[src/rtl/qpsk_pkg.sv]
`default_nettype none
// ============================================================================
//  Module      : qpsk_pkg
//  Description : Shared constants, state encoding and quadrant-to-sign table
//                for the QPSK mixer stage.
//  Revision    : 1.0  initial release
// ============================================================================
package qpsk_pkg;

    // Default build constants
    localparam int CAR_W       = 8;
    localparam int CARRIER_MID = 100;
    localparam int SPS_LOG2    = 4;
    localparam int OUT_MID     = 2 * CARRIER_MID;

    // Symbol transmit state
    typedef enum logic [0:0] {
        ST_IDLE   = 1'b0,
        ST_ACTIVE = 1'b1
    } sym_state_t;

    // Differential quadrant -> {sI, sQ} (1 = negate that carrier).
    // Walks the constellation one quadrant per increment.
    function automatic logic [1:0] quad_to_sign(input logic [1:0] qd);
        logic [1:0] s;
        s = 2'b00;
        case (qd)
            2'd0:    s = 2'b00;
            2'd1:    s = 2'b10;
            2'd2:    s = 2'b11;
            default: s = 2'b01;
        endcase
        return s;
    endfunction

endpackage
`default_nettype wire

[src/rtl/qpsk_mixer_if.sv]
`default_nettype none
// ============================================================================
//  Module      : qpsk_mixer_if
//  Description : Serial bit stream valid/ready handshake into the QPSK mixer.
//                master = bit source, slave = mixer.
//                  bit_in    : serial data bit
//                  bit_valid : bit_in valid
//                  bit_ready : bit accepted on clk when bit_valid & bit_ready
//  Revision    : 1.0  initial release
// ============================================================================
interface qpsk_mixer_if;
    logic bit_in;
    logic bit_valid;
    logic bit_ready;

    modport master (output bit_in, output bit_valid, input bit_ready);
    modport slave  (input bit_in, input bit_valid, output bit_ready);
endinterface
`default_nettype wire

[src/rtl/qpsk_dibit_buffer.sv]
`default_nettype none
// ============================================================================
//  Module      : qpsk_dibit_buffer
//  Description : Packs accepted serial bits into a dibit. The first accepted
//                bit is the MSB (b0), the second the LSB (b1). Holds off new
//                bits once a full dibit is waiting, until the owner loads it.
//  Ports       : clk, rst      clock / synchronous active-high reset
//                bit_in        serial bit
//                bit_valid     bit_in valid
//                bit_ready     buffer can accept (count < 2)
//                load          consume the full dibit (count -> 0)
//                full          a complete dibit is waiting
//                dibit         {b0, b1}
//  Revision    : 1.0  initial release
// ============================================================================
module qpsk_dibit_buffer (
    input  wire        clk,
    input  wire        rst,
    input  wire        bit_in,
    input  wire        bit_valid,
    output logic       bit_ready,
    input  wire        load,
    output logic       full,
    output logic [1:0] dibit
);

    logic [1:0] r_sr;
    logic [1:0] r_bc;
    logic       w_accept;

    assign bit_ready = (r_bc < 2'd2);
    assign full      = (r_bc == 2'd2);
    assign dibit     = r_sr;
    assign w_accept  = bit_valid & bit_ready;

    // load only happens with a full buffer, when no bit can be accepted,
    // so the two branches never compete.
    always_ff @(posedge clk) begin
        if (rst) begin
            r_sr <= 2'b00;
            r_bc <= 2'd0;
        end else if (load) begin
            r_bc <= 2'd0;
        end else if (w_accept) begin
            if (r_bc == 2'd0) begin
                r_sr[1] <= bit_in;
                r_bc    <= 2'd1;
            end else begin
                r_sr[0] <= bit_in;
                r_bc    <= 2'd2;
            end
        end
    end

endmodule
`default_nettype wire

[src/rtl/qpsk_mixer.sv]
`default_nettype none
// ============================================================================
//  Module      : qpsk_mixer
//  Description : QPSK modulator stage. Packs a serial bit stream into dibits,
//                holds each dibit for SPS carrier samples and sign-mixes the
//                offset-binary I/Q carriers into one offset-binary sample/clk.
//  Config      : QPSK_DIFF_ENC_EN - differential (DQPSK) encoding through a
//                2-bit quadrant accumulator; undefined = signs straight from
//                the dibit.
//  Ports       : clk, rst          clock / synchronous active-high reset
//                icarrier_in       I carrier sample (offset binary)
//                qcarrier_in       Q carrier sample (offset binary)
//                bs                bit stream handshake (slave side)
//                mod_out           mixed sample, offset binary, mid 2*MID
//                active            a data symbol is being transmitted
//                sym_strobe        1-clk pulse: new symbol loaded
//                underflow         1-clk pulse: boundary with no dibit ready
//  Revision    : 1.0  initial release
// ============================================================================
module qpsk_mixer
    import qpsk_pkg::*;
#(
    parameter int CAR_W       = qpsk_pkg::CAR_W,
    parameter int CARRIER_MID = qpsk_pkg::CARRIER_MID,
    parameter int SPS_LOG2    = qpsk_pkg::SPS_LOG2
) (
    input  wire               clk,
    input  wire               rst,
    input  wire [CAR_W-1:0]   icarrier_in,
    input  wire [CAR_W-1:0]   qcarrier_in,
    qpsk_mixer_if.slave       bs,
    output logic [CAR_W+1:0]  mod_out,
    output logic              active,
    output logic              sym_strobe,
    output logic              underflow
);

    localparam int              MW        = CAR_W + 2;
    localparam logic [MW-1:0]   c_MID     = MW'(CARRIER_MID);
    localparam logic [MW-1:0]   c_OUT_MID = MW'(2 * CARRIER_MID);

    // ------------------------------------------------------------------
    // Sample counter; the boundary is the edge on which sc is all ones,
    // so a freshly loaded symbol governs the sc==0 sample.
    // ------------------------------------------------------------------
    logic [SPS_LOG2-1:0] r_sc;
    logic                w_boundary;

    assign w_boundary = (r_sc == {SPS_LOG2{1'b1}});

    always_ff @(posedge clk) begin
        if (rst) r_sc <= '0;
        else     r_sc <= r_sc + 1'b1;
    end

    // ------------------------------------------------------------------
    // Dibit buffer
    // ------------------------------------------------------------------
    logic       w_load;
    logic       w_full;
    logic [1:0] w_dibit;

    qpsk_dibit_buffer u_buf (
        .clk       (clk),
        .rst       (rst),
        .bit_in    (bs.bit_in),
        .bit_valid (bs.bit_valid),
        .bit_ready (bs.bit_ready),
        .load      (w_load),
        .full      (w_full),
        .dibit     (w_dibit)
    );

    // ------------------------------------------------------------------
    // Symbol / active FSM. The buffer state is sampled before this
    // cycle's accept, so a second bit arriving on a boundary waits for
    // the following boundary.
    // ------------------------------------------------------------------
    sym_state_t r_state, w_state_nxt;
    logic       r_strobe, w_strobe_nxt;
    logic       r_uflow,  w_uflow_nxt;

    always_ff @(posedge clk) begin
        if (rst) begin
            r_state  <= ST_IDLE;
            r_strobe <= 1'b0;
            r_uflow  <= 1'b0;
        end else begin
            r_state  <= w_state_nxt;
            r_strobe <= w_strobe_nxt;
            r_uflow  <= w_uflow_nxt;
        end
    end

    always_comb begin
        w_state_nxt  = r_state;
        w_load       = 1'b0;
        w_strobe_nxt = 1'b0;
        w_uflow_nxt  = 1'b0;
        if (w_boundary) begin
            if (w_full) begin
                w_load       = 1'b1;
                w_state_nxt  = ST_ACTIVE;
                w_strobe_nxt = 1'b1;
            end else if (r_state == ST_ACTIVE) begin
                w_state_nxt  = ST_IDLE;
                w_uflow_nxt  = 1'b1;
            end
        end
    end

    assign active     = (r_state == ST_ACTIVE);
    assign sym_strobe = r_strobe;
    assign underflow  = r_uflow;

    // ------------------------------------------------------------------
    // Symbol register -> carrier signs {sI, sQ}
    // ------------------------------------------------------------------
    logic [1:0] w_sign;

`ifdef QPSK_DIFF_ENC_EN
    // Quadrant accumulator survives underflow so phase continuity is
    // preserved across gaps in the data stream.
    logic [1:0] r_qd;

    always_ff @(posedge clk) begin
        if (rst)         r_qd <= 2'd0;
        else if (w_load) r_qd <= r_qd + w_dibit;
    end

    assign w_sign = quad_to_sign(r_qd);
`else
    logic [1:0] r_sym;

    always_ff @(posedge clk) begin
        if (rst)         r_sym <= 2'b00;
        else if (w_load) r_sym <= w_dibit;
    end

    assign w_sign = r_sym;
`endif

    // ------------------------------------------------------------------
    // Mixer datapath. Everything is done modulo 2^MW: each carrier
    // deviation is within +/-MID and the true result lies in 0..4*MID,
    // so the wrapped two's-complement sum is exact.
    // ------------------------------------------------------------------
    logic [MW-1:0] w_di, w_dq, w_ti, w_tq, w_mix;
    logic [MW-1:0] r_mod;

    assign w_di  = {2'b00, icarrier_in} - c_MID;
    assign w_dq  = {2'b00, qcarrier_in} - c_MID;
    assign w_ti  = w_sign[1] ? -w_di : w_di;
    assign w_tq  = w_sign[0] ? -w_dq : w_dq;
    assign w_mix = c_OUT_MID + w_ti + w_tq;

    always_ff @(posedge clk) begin
        if (rst)                       r_mod <= c_OUT_MID;
        else if (r_state == ST_ACTIVE) r_mod <= w_mix;
        else                           r_mod <= c_OUT_MID;
    end

    assign mod_out = r_mod;

endmodule
`default_nettype wire
[src/flat_wrapper.sv]
// flat-port wrapper written by rule: the top's interface ports become plain ports
module qpsk_mixer_flat import qpsk_pkg::*;
#(
    parameter int CAR_W       = qpsk_pkg::CAR_W,
    parameter int CARRIER_MID = qpsk_pkg::CARRIER_MID,
    parameter int SPS_LOG2    = qpsk_pkg::SPS_LOG2
)
  (clk, rst, icarrier_in, qcarrier_in, mod_out, active, sym_strobe, underflow, bs_bit_in, bs_bit_valid, bs_bit_ready);
  qpsk_mixer_if bs_i ();
  input  wire clk;
  input  wire rst;
  input  wire [CAR_W-1:0] icarrier_in;
  input  wire [CAR_W-1:0] qcarrier_in;
  output logic [CAR_W+1:0] mod_out;
  output logic active;
  output logic sym_strobe;
  output logic underflow;
  input wire logic [$bits(bs_i.bit_in)-1:0] bs_bit_in;
  input wire logic [$bits(bs_i.bit_valid)-1:0] bs_bit_valid;
  output wire logic [$bits(bs_i.bit_ready)-1:0] bs_bit_ready;
  assign bs_i.bit_in = bs_bit_in;
  assign bs_i.bit_valid = bs_bit_valid;
  assign bs_bit_ready = bs_i.bit_ready;
  qpsk_mixer #(.CAR_W(CAR_W), .CARRIER_MID(CARRIER_MID), .SPS_LOG2(SPS_LOG2)) u_core (.clk(clk), .rst(rst), .icarrier_in(icarrier_in), .qcarrier_in(qcarrier_in), .bs(bs_i), .mod_out(mod_out), .active(active), .sym_strobe(sym_strobe), .underflow(underflow));
endmodule
[config.mk]
export PLATFORM = sky130hd
export DESIGN_NAME = qpsk_mixer_flat
export DESIGN_NICKNAME = d
export VERILOG_FILES = /design/src/rtl/qpsk_pkg.sv /design/src/rtl/qpsk_mixer_if.sv /design/src/rtl/qpsk_dibit_buffer.sv /design/src/rtl/qpsk_mixer.sv /design/src/flat_wrapper.sv
export SDC_FILE = /design/constraint.sdc
export NUM_CORES = 1
export LEC_CHECK = 0
export ABC_AREA = 1
export CAP_MARGIN = 20
export CELL_PAD_IN_SITES_DETAIL_PLACEMENT = 0
export CELL_PAD_IN_SITES_GLOBAL_PLACEMENT = 2
export CORE_MARGIN = 8
export CORE_UTILIZATION = 31
export DETAILED_ROUTE_END_ITERATION = 7
export PLACE_DENSITY = 0.95
export SYNTH_ARGS = -nofsm -noshare
export SYNTH_HDL_FRONTEND = slang
export SYNTH_HIERARCHICAL = 1
export SYNTH_SLANG_ARGS = --single-unit
[constraint.sdc]
create_clock -name clk -period 4.55 [get_ports clk]
set_input_delay 0.91 -clock clk [delete_from_list [all_inputs] [get_ports clk]]
set_output_delay 0.91 -clock clk [all_outputs]
set_load 0.005 [all_outputs]
==> flow_summary.yaml <==
outcome:
  outcome: "complete, no violations"
clock_tree:
  post-cts-setup-buffer-count: 0
  hold_buffers: 0
  clkTransAtPathRegs_ns: 0.09
  cts_resized: 0
  numCtsBuffers: 3
  cts_tree: "built"
  cts.sinks: 23
  h-tree-depth: 1
  clkLatencyLatePin_ns: 0.27
  cts-root-buf: "clkbuf_8"
  clockBufferDepth: 2
floorplanning:
  rows: 28
  core_um2: 5850
  die_x_um: 93.5
  initial_utilization_pct: 31.8
  io_pins: 34
  dieArea_um2: 8740
  die_h_um: 93.5
critical_path:
  worst-path-max-fanout: 4
  arrival_ns: 3.95
  critPathRequiredTime_ns: 4.71
  cp-start-kind: "input pin"
  path_class: "input pin to flip-flop"
  cp-startpoint: "icarrier_in[2]"
  r2r-start: "u_core/r_sym[0]"
  critPathCaptureType: "flip-flop"
synthesis:
  synth-edff-count: 0
  async_flop_share_pct: 0
  synth_ff_type: "dfxtp_1"
  yosysUniqueCellTypes: 29
  synth_common_cells: "nand2_1, inv_1, nor2_1"
  synthCells: 273
  synth_nets: 318
  yosys.area.top_type: "dfxtp_1"
  yosysMostFrequentCell: "nand2_1"
  ys_warn_count: 6
  synth_top_area_share_pct: 24.7
  ys_seq_area_share_pct: 24.7
  avgSynthCellArea_um2: 6.82
  ys_ff_latch: 23
  syn_area_um2: 1860
  synthTopCellsByArea: "dfxtp_1, ha_1, nand2_1"
global_route:
  grt_pass1_vias: 1691
  overflow: 0
  antenna_found_initial: 0
  grt_max_degree: 15
  track_usage_pct: 9.66
  grt_pass1_wl_um: 7000
min_path:
  hp-class: "flip-flop to flip-flop"
  hp-start: "u_core/r_sc[0]"
placement:
  gp_congestion: 0.798
  io_buffers: 33
  dp_hpwl_um: 3330
  post-place-cells: 380
route:
  dr_total_vias: 1679
  drtIter0Drc: 38
  routed_via_density: 4.37
  ant_nets: 0
  first_pass_iters: 4
  drcViolationCount: 0
  drt-total-wl_um: 3840
  post_drt_wl_per_cell_um: 10.0
job:
  maxCapViolations: 0
sta:
  finClkSkew_ns: 0.00788
  setup_violations: 0
  whs_ns: 0.446
  tns_ns: 0
  fmax_mhz: 264
  min_period_over_period_pct: 83.4
  min_period_ns: 3.79
  rsz0062_at_grt: "no"
  slew_headroom_pct: 66.0
  finalHoldViolCount: 0
  drv_slew: 0
  tightestPinTransition_ns: 0.508
final_layout:
  final_nets: 355
  layout-drive-gt1-share_pct: 5.18
  diodes: 0
  final_cells: 384
  area_delta_synth_final_pct: 25.0
  final_core_util_pct: 39.8
power_and_ir_drop:
  finalPower_uw: 518
  powerDensity_nw_per_um2: 223
  peakVddDrop_mv: 0.136
  p_leak_nw: 1.13
[through the flow]
stage / setup slack [ns] / cell area [um^2]
floorplan: 1.39 / 1860
global placement: 0.510 / 2280
detailed placement: 0.479 / 2280
CTS: 0.748 / 2330
global route: 0.408 / 2330
finish: 0.757 / 2330
[critical path: stages]
cell and delay (ns):
clkdlybuf4s50_1 0.54, inv_2 0.08, ha_1 0.23, xnor2_1 0.30
nand2_1 0.08, nor2_1 0.18, nor2_1 0.07, xor2_1 0.15
inv_1 0.07, ha_1 0.29, ha_1 0.34, a21oi_1 0.19
nor2_1 0.07, o21ai_0 0.22, nand3_1 0.10, nand2_1 0.07
nor2_1 0.04
[final cells by class]
| class | instances | area, um^2 |
|---|---|---|
| Clock buffer | 3 | 41.3 |
| Clock inverter | 1 | 7.51 |
| Fill cell | 625 | 3520 |
| Inverter | 55 | 206 |
| Multi-Input combinational cell | 194 | 1190 |
| Sequential cell | 23 | 460 |
| Tap cell | 75 | 93.8 |
| Timing Repair Buffer | 33 | 330 |
[flip-flops by register name, summed over array words and instances, names as in the netlist]
| name | flops |
|---|---|
| u_core/r_sym | 2 |
| u_core/r_sc | 4 |
| u_core/u_buf/r_bc | 2 |
| u_core/active | 1 |
| u_core/u_buf/dibit | 2 |
| u_core/sym_strobe | 1 |
| u_core/mod_out | 10 |
| u_core/underflow | 1 |
[cells by family (layout without fill, tap and decap cells)]
| logic type | after synthesis | count (layout) | synth area share, % |
|---|---|---|---|
| XOR/XNOR | 16 | 16 | 7.53 |
| AO/OA/AOI/OAI | 30 | 30 | 8.94 |
| flip-flops | 23 | 23 | 24.7 |
| adder cells (fa/ha/maj) | 25 | 25 | 17.2 |
| AND/OR/NAND/NOR | 123 | 123 | 30.1 |
| buffers and inverters | 56 | 92 | 11.5 |
[layout by cell type (no fill, tap or decap), drive strengths merged]
master and count:
nand2 59, inv 55, nor2 37, clkdlybuf4s50 33, ha 24, dfxtp 23, nand3 17, a21oi 16
xnor2 11, o21ai 7, xor2 5, nand4 4, clkbuf 3, nor3b 3, nand3b 2, a211oi 2
clkinvlp 1, a22oi 1, a31oi 1, o21bai 1, o22ai 1, nor4 1, o221ai 1, fa 1
[layer usage]
metal,GRT usage (%),part of all wire (%),up-vias
met5,0,0,-
met4,2.01,0.57,0
met3,2.32,3.1,2
met2,17.3,48,19
met1,11.3,49,726
li1,-,-,932
[final timing paths]
path / cells past startpoint / end / slack, ns
worst min-delay path: 1 / u_core/r_sc[0] / 0.45
worst min register to register: 1 / u_core/r_sc[0] / 0.45
worst max-delay path: 17 / u_core/mod_out[8] / 0.76
worst max register to register: 11 / u_core/mod_out[7] / 1.90
[power by group]
group	switching (mW)	internal (mW)	leakage (nW)
combinational	0.100	0.0796	0.917
sequential	0.00390	0.206	0.187
clock	0.0665	0.0619	0.0217
total	0.170	0.348	1.13
No activity file was read; power rests on OpenSTA's default activity.
